### src/rtl/pump_pkg.sv
// Shared encodings for the front-panel command generator
// and the pump controller it feeds.
package pump_pkg;

  localparam logic HIGH = 1'b1;
  localparam logic LOW  = 1'b0;

  localparam logic [1:0] CMD_TURN_OFF   = 2'b00;
  localparam logic [1:0] CMD_TURN_ON    = 2'b01;
  localparam logic [1:0] CMD_STOP_PUMP  = 2'b10;
  localparam logic [1:0] CMD_START_PUMP = 2'b11;

  typedef enum logic [1:0] {
    ST_IDLE,
    ST_SETUP,
    ST_STROBE,
    ST_GAP
  } gen_state_e;

  typedef enum logic [1:0] {
    EV_NONE,
    EV_POWER,
    EV_PUMP
  } btn_event_e;

endpackage

### src/rtl/pump_cmd_gen_debounce.sv
// Button conditioner: 2-FF synchronizer, consecutive-sample
// debouncer and a 1-cycle pulse on each debounced press.
module btn_debounce
  import pump_pkg::*;
#(
  parameter int DEBOUNCE_CYCLES = 4
) (
  input  logic clk,
  input  logic reset,
  input  logic btn_i,
  output logic press_o
);

  localparam int CW = $clog2(DEBOUNCE_CYCLES + 1);
  localparam logic [CW-1:0] LAST = CW'(DEBOUNCE_CYCLES - 1);

  logic          sync1_q;
  logic          sync2_q;
  logic          level_q;
  logic          press_q;
  logic [CW-1:0] cnt_q;

  always_ff @(posedge clk) begin
    if (reset) begin
      sync1_q <= LOW;
      sync2_q <= LOW;
      level_q <= LOW;
      press_q <= LOW;
      cnt_q   <= '0;
    end else begin
      sync1_q <= btn_i;
      sync2_q <= sync1_q;
      press_q <= LOW;
      if (sync2_q != level_q) begin
        if (cnt_q == LAST) begin
          level_q <= ~level_q;
          press_q <= ~level_q;
          cnt_q   <= '0;
        end else begin
          cnt_q <= cnt_q + CW'(1);
        end
      end else begin
        cnt_q <= '0;
      end
    end
  end

  assign press_o = press_q;

endmodule

### src/rtl/pump_cmd_gen.sv
// Front-panel command generator: turns debounced presses into
// pump commands delivered with a setup/strobe/gap handshake.
module pump_cmd_gen
  import pump_pkg::*;
#(
  parameter int DEBOUNCE_CYCLES = 4,
  parameter int STROBE_CYCLES   = 2
) (
  input  logic       clk,
  input  logic       reset,
  input  logic       btn_power,
  input  logic       btn_pump,
  output logic [1:0] command,
  output logic       update,
  output logic       busy
);

  localparam int SW = $clog2(STROBE_CYCLES + 1);
  localparam logic [SW-1:0] SLAST = SW'(STROBE_CYCLES - 1);

  logic pwr_press;
  logic pmp_press;

  btn_debounce #(.DEBOUNCE_CYCLES(DEBOUNCE_CYCLES)) u_pwr (
    .clk     (clk),
    .reset   (reset),
    .btn_i   (btn_power),
    .press_o (pwr_press)
  );

  btn_debounce #(.DEBOUNCE_CYCLES(DEBOUNCE_CYCLES)) u_pmp (
    .clk     (clk),
    .reset   (reset),
    .btn_i   (btn_pump),
    .press_o (pmp_press)
  );

  gen_state_e    state_q;
  btn_event_e    slot_q;
  btn_event_e    slot_d;
  logic [1:0]    cmd_q;
  logic [1:0]    cmd_d;
  logic          upd_q;
  logic          busy_q;
  logic          pwr_on_q;
  logic          pwr_on_d;
  logic          pmp_on_q;
  logic          pmp_on_d;
  logic [SW-1:0] scnt_q;

  btn_event_e live;
  btn_event_e ev;
  btn_event_e base;
  logic       idle;
  logic       take_slot;
  logic       issue;

  always_comb begin
    live      = pwr_press ? EV_POWER :
                pmp_press ? EV_PUMP : EV_NONE;
    idle      = (state_q == ST_IDLE);
    take_slot = idle && (slot_q != EV_NONE);
    ev        = take_slot ? slot_q :
                idle      ? live   : EV_NONE;
    base      = take_slot ? EV_NONE : slot_q;

    // A live press not handled directly this cycle competes for the slot.
    slot_d = base;
    if (!idle || take_slot) begin
      if (live == EV_POWER)
        slot_d = EV_POWER;
      else if (live == EV_PUMP && base == EV_NONE)
        slot_d = EV_PUMP;
    end

    issue    = LOW;
    cmd_d    = cmd_q;
    pwr_on_d = pwr_on_q;
    pmp_on_d = pmp_on_q;
    unique case (1'b1)
      (ev == EV_POWER): begin
        issue = HIGH;
        if (pwr_on_q) begin
          cmd_d    = CMD_TURN_OFF;
          pwr_on_d = LOW;
          pmp_on_d = LOW;
        end else begin
          cmd_d    = CMD_TURN_ON;
          pwr_on_d = HIGH;
        end
      end
      (ev == EV_PUMP): begin
        if (pwr_on_q) begin
          issue    = HIGH;
          cmd_d    = pmp_on_q ? CMD_STOP_PUMP : CMD_START_PUMP;
          pmp_on_d = ~pmp_on_q;
        end
      end
      default: ;
    endcase
  end

  always_ff @(posedge clk) begin
    if (reset) begin
      state_q  <= ST_IDLE;
      slot_q   <= EV_NONE;
      cmd_q    <= CMD_TURN_OFF;
      upd_q    <= LOW;
      busy_q   <= LOW;
      pwr_on_q <= LOW;
      pmp_on_q <= LOW;
      scnt_q   <= '0;
    end else begin
      slot_q <= slot_d;
      unique case (state_q)
        ST_IDLE: begin
          if (issue) begin
            state_q  <= ST_SETUP;
            cmd_q    <= cmd_d;
            pwr_on_q <= pwr_on_d;
            pmp_on_q <= pmp_on_d;
            busy_q   <= HIGH;
          end
        end
        ST_SETUP: begin
          state_q <= ST_STROBE;
          upd_q   <= HIGH;
          scnt_q  <= SLAST;
        end
        ST_STROBE: begin
          if (scnt_q == '0) begin
            state_q <= ST_GAP;
            upd_q   <= LOW;
          end else begin
            scnt_q <= scnt_q - SW'(1);
          end
        end
        ST_GAP: begin
          state_q <= ST_IDLE;
          busy_q  <= LOW;
        end
        default: state_q <= ST_IDLE;
      endcase
    end
  end

  assign command = cmd_q;
  assign update  = upd_q;
  assign busy    = busy_q;

endmodule

### config.mk
export PLATFORM = sky130hd
export DESIGN_NAME = pump_cmd_gen
export DESIGN_NICKNAME = d
export VERILOG_FILES = /design/src/rtl/pump_pkg.sv /design/src/rtl/pump_cmd_gen_debounce.sv /design/src/rtl/pump_cmd_gen.sv
export SDC_FILE = /design/constraint.sdc
export NUM_CORES = 1
export LEC_CHECK = 0
export ABC_AREA = 0
export BUFFER_PORTS_ARGS = -buffer_cell sky130_fd_sc_hd__buf_4
export CORE_UTILIZATION = 35
export DETAILED_ROUTE_END_ITERATION = 16
export MAX_ROUTING_LAYER = met4
export SLEW_MARGIN = 20
export SYNTH_ARGS = -nofsm -noshare
export SYNTH_HDL_FRONTEND = slang
export SYNTH_HIERARCHICAL = 1
export SYNTH_SLANG_ARGS = --single-unit
### constraint.sdc
create_clock -name clk -period 2.28 [get_ports clk]
set_input_delay 0.228 -clock clk [delete_from_list [all_inputs] [get_ports clk]]
set_output_delay 0.228 -clock clk [all_outputs]
set_load 0.02 [all_outputs]
==> qor.yml, run 1 <==
io_pins: 8
crit_buf_inv: 1
worst_pin_slew_ns: 0.298
worstPathRequired_ns: 2.53
layout_common_cells: "dfxtp_1 (26), ha_1 (12), nor2b_1 (10)"
cts_tree: "yes"
crit_type: "reg -> reg"
routed_wl_um: 1890
max_cap_viol_count: 0
synth.top_cell.area_share_pct: 42.5
synth-seq-area-share_pct: 42.5
cellLeakagePower_uw: 0.000539
syn_area_um2: 1220
fmaxAchievable_mhz: 494
vias: 870
drv_slew: 0
clk_pin_slew_worst_paths_ns: 0.14
final_common_cell: "dfxtp_1"
fin_crit_sh_pct: 88.8
synth_edf_count: 0
fin_crit_ns: 2.02
yosysTopAreaCell: "dfxtp_1"
grt_pass1_vias: 781
rows: 21
setup_slack_ns: 0.256
die_y_um: 61.2
placed_cell_area_um2: 1330
synthCells: 123
routedWlPerCell_um: 10.6
fin_skew_ns: 0.0133
ant_nets: 0
die_w_um: 61.2
setup_violations: 0
fin_setup_tns_ns: 0
n_antenna_cell: 0
cts_buffer_depth: 2
nets: 150
numCtsBuffers: 3
drt_first_pass_iters: 2
start_kind: "register"
power_uw: 789
syn_to_final_growth_pct: 12.6
viasPerCell: 4.86
outcome: "complete, no violations"
hpwl_um: 1460
syn_nets: 139
synthTopCellsByArea: "dfxtp_1 (42%), ha_1 (12%), nor2b_1 (5.1%)"
end_kind: "register"
synth_ff_type: "dfxtp_1"
core_um2: 3340
start_util_pct: 36.7
power_density_nw_per_um2: 572
cts_htree_levels: 1
layout-drive-gt1-share_pct: 16.5
cts.sinks: 26
overflow: 0
cpMostUsedCell: "ha_1"
clockRootBuffer: "clkbuf_4"
maxSlewHeadroom_pct: 80.0
grt_start_max_net_pins: 26
drt_iter0_drc: 10
crit_arrival_ns: 2.27
crit_chain: "inv_1, ha_1, o21ai_0, ha_1, nand2b_1, or4_1, o21ai_1"
min_path_type: "in -> reg"
die_area_um2: 3740
post_synth_num_cell_types: 36
track_usage_pct: 12.1
peakVddDrop_uv: 298
place_congestion: 0.780
design_area_um2: 1380
nFillCells: 345
hold_violations: 0
postSynth.asyncResetShare_pct: 0
cts_resized: 0
post_cts_buffers: 0
path_max_fanout: 7
cp_slowest_cell: "ha_1"
grt_pass1_wl_um: 3280
drc: 0
cp_slowest_stage_delay_ns: 0.40
yosys_register_bits: 26
ys_warn_count: 6
avgSynthCellArea_um2: 9.96
pre_cts_ws_ns: 0.281
io_buffers: 7
ctsHoldBuffers: 0
rsz0062_at_grt: "no"
crit_family: "adder cells"
antenna_found_initial: 0
clkLatencyLatePin_ns: 0.32
==> state kept, by name, indices dropped and copies added (netlist names), 2 cells and up <==
register,count
scnt_q,2
u_pmp/cnt_q,3
state_q,2
slot_q,2
command,2
u_pwr/cnt_q,3
==> final timing paths <==
path	from	endpoint	slack (ns)	cells past startpoint
max	state_q[1]	busy	0.26	7
max reg2reg	state_q[1]	busy	0.26	7
min reg2reg	u_pmp/cnt_q[0]	u_pmp/cnt_q[0]	0.44	1
min	btn_power	u_pwr/sync1_q	0.11	2
==> per-stage QoR <==
stage,instances,util (%),hold slack [ns]
after floorplan,123,-,0.300
after global placement,175,39.7,0.415
after detailed placement,175,39.7,0.424
after CTS,179,41.3,0.0965
after global routing,179,41.3,0.0871
final,179,41.3,0.109
==> Yosys cell counts, types with 2 or more instances <==
master,number
a211oi_1,4
a21oi_1,4
and4bb_2,2
dfxtp_1,26
ha_1,12
inv_1,9
mux2i_1,3
nand2_1,8
nor2_1,5
nor2b_1,10
nor3_1,3
nor4_1,4
nor4b_2,2
o21a_1,3
o21ai_0,5
or2_2,2
xnor2_1,2
==> final cells by class <==
type	instances	area [µm²]	area share, %
Multi-Input combinational cell	86	654	47.5
Tap cell	46	57.6	4.17
Inverter	9	33.8	2.45
Sequential cell	26	520	37.7
Timing Repair Buffer	8	60.1	4.36
Clock inverter	1	30.0	2.18
Clock buffer	3	22.5	1.63
==> cell families (layout without fill, tap and decap cells) <==
logic type	count (synthesis)	count (layout)	share of synthesized area, %
buf+inv	11	21	4.09
xor+xnor	3	3	2.15
simple gates	43	43	22.1
compound gates	25	25	14.5
flops	26	26	42.5
mux	3	3	2.45
fa+ha+maj	12	12	12.3
==> report_power, final <==
group,switching [µW],leakage (µW),internal [µW]
registers,2.04,0.000210,459
logic,11.1,0.000300,7.89
clock network,131,0.0000279,178
total,144,0.000539,644
==> worst register-to-register path: cells and delay by family, from the launching register on <==
family	cells	cell delay (ns)
adders and majority gates	2	0.68
and+or+nand+nor	2	0.57
buffers and inverters	1	0.11
AOI/OAI and AO/OA	2	0.24
DFF	1	0.36
==> routing by layer <==
metal / vias to the layer above / track usage, % / share of wire (%)
met5: - / - / 0
met4: 0 / 4.87 / 1.3
met3: 2 / 1.89 / 1.8
met2: 6 / 20.0 / 49
met1: 410 / 14.6 / 48
li1: 452 / - / -
No activity file was read; power rests on OpenSTA's default activity.
==> run 2, diff against run 1 <==
BUFFER_PORTS_ARGS = -buffer_cell sky130_fd_sc_hd__buf_2   (was -buffer_cell sky130_fd_sc_hd__buf_4)
==> run 2 against run 1 <==
Utilization decreased by 0.52 points. Sequential cell count unchanged. Largest power group unchanged. Sequential share of layout area increased by 0.49 points. Wire length increased by 4.2%. Combinational power decreased by 3%. Largest cell class unchanged. Global-route usage increased by 0.91 points. Final area decreased by 1.3%. Fmax decreased by 0.68%. Clock skew decreased by 0.0087 ns. Critical path depth unchanged. Critical path type unchanged.
==> qor.yml, run 2 (synthesis gave the netlist of run 1 again) <==
antenna_found_initial: 0  # unchanged
register_area_um2: 520  # unchanged
cts_tree: "yes"
nFillCells: 345  # unchanged
setup_violations: 0  # unchanged
final_common_cell: "dfxtp_1"
worstPathRequired_ns: 2.53  # about the same
cp_slowest_stage_delay_ns: 0.39  # about the same
hpwl_um: 1510  # +3.7%
outcome: "complete, no violations"
grt_pass1_wl_um: 3440  # +4.6%
grt_start_max_net_pins: 26  # unchanged
die_area_um2: 3740  # unchanged
cpMostUsedCell: "ha_1"
holdPathStages: 2  # unchanged
rsz0062_at_grt: "no"
fin_skew_ns: 0.00462  # -0.00872 ns
routedWlPerCell_um: 11.0  # +4.2%
place_congestion: 0.761  # -2.4%
cp_slowest_cell: "ha_1"
layout_common_cells: "dfxtp_1 (26), ha_1 (12), nor2b_1 (10)"
grt_pass1_vias: 810  # +3.7%
reg2reg_from: "state_q[0]"
ctsHoldBuffers: 0  # unchanged
core_um2: 3340  # unchanged
reg_top3: "u_pmp/cnt_q x3, u_pwr/cnt_q x3"
start_util_pct: 36.7  # unchanged
nets: 150  # unchanged
path_max_fanout: 7  # unchanged
worst_pin_slew_ns: 0.481  # +0.183 ns
r2r-end: "busy"
fmaxAchievable_mhz: 491  # -0.68%
drt_first_pass_iters: 3  # +1
die_w_um: 61.2  # unchanged
fin_crit_ns: 2.04  # +0.0140 ns
routed_wl_um: 1970  # +4.2%
timing.hold.ws_ns: 0.108  # -0.00145 ns
clk_pin_slew_worst_paths_ns: 0.14  # about the same
clkLatencyLatePin_ns: 0.32  # about the same
viasPerCell: 4.77  # -1.8%
peakVddDrop_uv: 355  # +19%
cellLeakagePower_uw: 0.000537  # -0.38%
layout-drive-gt1-share_pct: 16.5  # unchanged
die_y_um: 61.2  # unchanged
reg2regPathDepth: 7  # unchanged
io_pins: 8  # unchanged
power_uw: 793  # +0.58%
clockRootBuffer: "clkbuf_4"
cts.sinks: 26  # unchanged
overflow: 0  # unchanged
r2r_slack_ns: 0.24  # about the same
crit_start: "state_q[0]"
end_kind: "register"
drt_iter0_drc: 39  # +29
cts_buffer_depth: 2  # unchanged
drc: 0  # unchanged
n_antenna_cell: 0  # unchanged
max_cap_viol_count: 0  # unchanged
hold_start: "btn_power"
multi_input_area_um2: 654  # unchanged
start_kind: "register"
syn_to_final_growth_pct: 11.1
min_to: "u_pwr/sync1_q"
io_buffers: 7  # unchanged
ant_nets: 0  # unchanged
maxSlewHeadroom_pct: 67.9  # -12 points
cts_resized: 0  # unchanged
numCtsBuffers: 3  # unchanged
post_cts_buffers: 0  # unchanged
rows: 21  # unchanged
drv_slew: 0  # unchanged
hold_violations: 0  # unchanged
crit_type: "reg -> reg"
min_path_type: "in -> reg"
crit_arrival_ns: 2.29  # +0.02 ns
track_usage_pct: 13.0  # +0.91 points
design_area_um2: 1360  # -1.3%
fin_crit_sh_pct: 89.4  # +0.61 points
vias: 854  # -1.8%
fin_setup_tns_ns: 0  # unchanged
placed_cell_area_um2: 1310  # -1.3%
power_density_nw_per_um2: 583  # +1.9%
cts_htree_levels: 1  # unchanged
crit_chain: "inv_1, ha_1, o21ai_0, ha_1, nand2b_1, or4_1, o21ai_1"
run 2: changes by cell type in the layout (fill, tap and decap cells not counted):
cell / change
buf_2: +7
buf_4: -7
run 2: worst max path at each step:
stage / end / slack, ns
floorplan: busy / 0.39
global placement: busy / 0.37
detailed placement: busy / 0.25
CTS: busy / 0.21
global route: busy / 0.05
finish: busy / 0.24
run 2: layout make-up:
type                       instances  share of cell area, %
clock buffer                       3                   1.65
clock inverter                     1                   2.21
inverter                           9                   2.48
multi-input combinational         86                   48.1
sequential                        26                   38.2
tap                               46                   4.23
timing repair buffer               8                   3.12
run 2: metrics by stage:
| stage | util [%] | std cells | worst slack, ns |
|---|---|---|---|
| global placement | 39.2 | 175 | 0.373 |
| finish | 40.8 | 179 | 0.242 |
| CTS | 40.8 | 179 | 0.210 |
| floorplan | - | 123 | 0.388 |
| global route | 40.8 | 179 | 0.0539 |
| detailed placement | 39.2 | 175 | 0.249 |
run 2: worst max-delay path, delay by kind of cell, from the launching register on:
| family | cells | cell delay [ns] |
|---|---|---|
| simple gates | 2 | 0.57 |
| fa+ha+maj | 2 | 0.66 |
| compound gates | 2 | 0.27 |
| buf+inv | 1 | 0.11 |
| flops | 1 | 0.37 |
run 2: metal layers:
layer | part of all wire (%) | track usage, % | vias to the layer above | wire length (µm)
li1 | - | - | 454 | -
met1 | 48 | 15.5 | 390 | 954
met2 | 48 | 21.1 | 8 | 956
met3 | 2.3 | 4.41 | 2 | 45
met4 | 0.81 | 2.92 | 0 | 16
met5 | 0 | - | - | 0
run 2: where the power goes:
group | internal [µW] | switching [µW]
combinational | 6.45 | 11.9
sequential | 459 | 2.15
clock | 178 | 136
total | 643 | 150
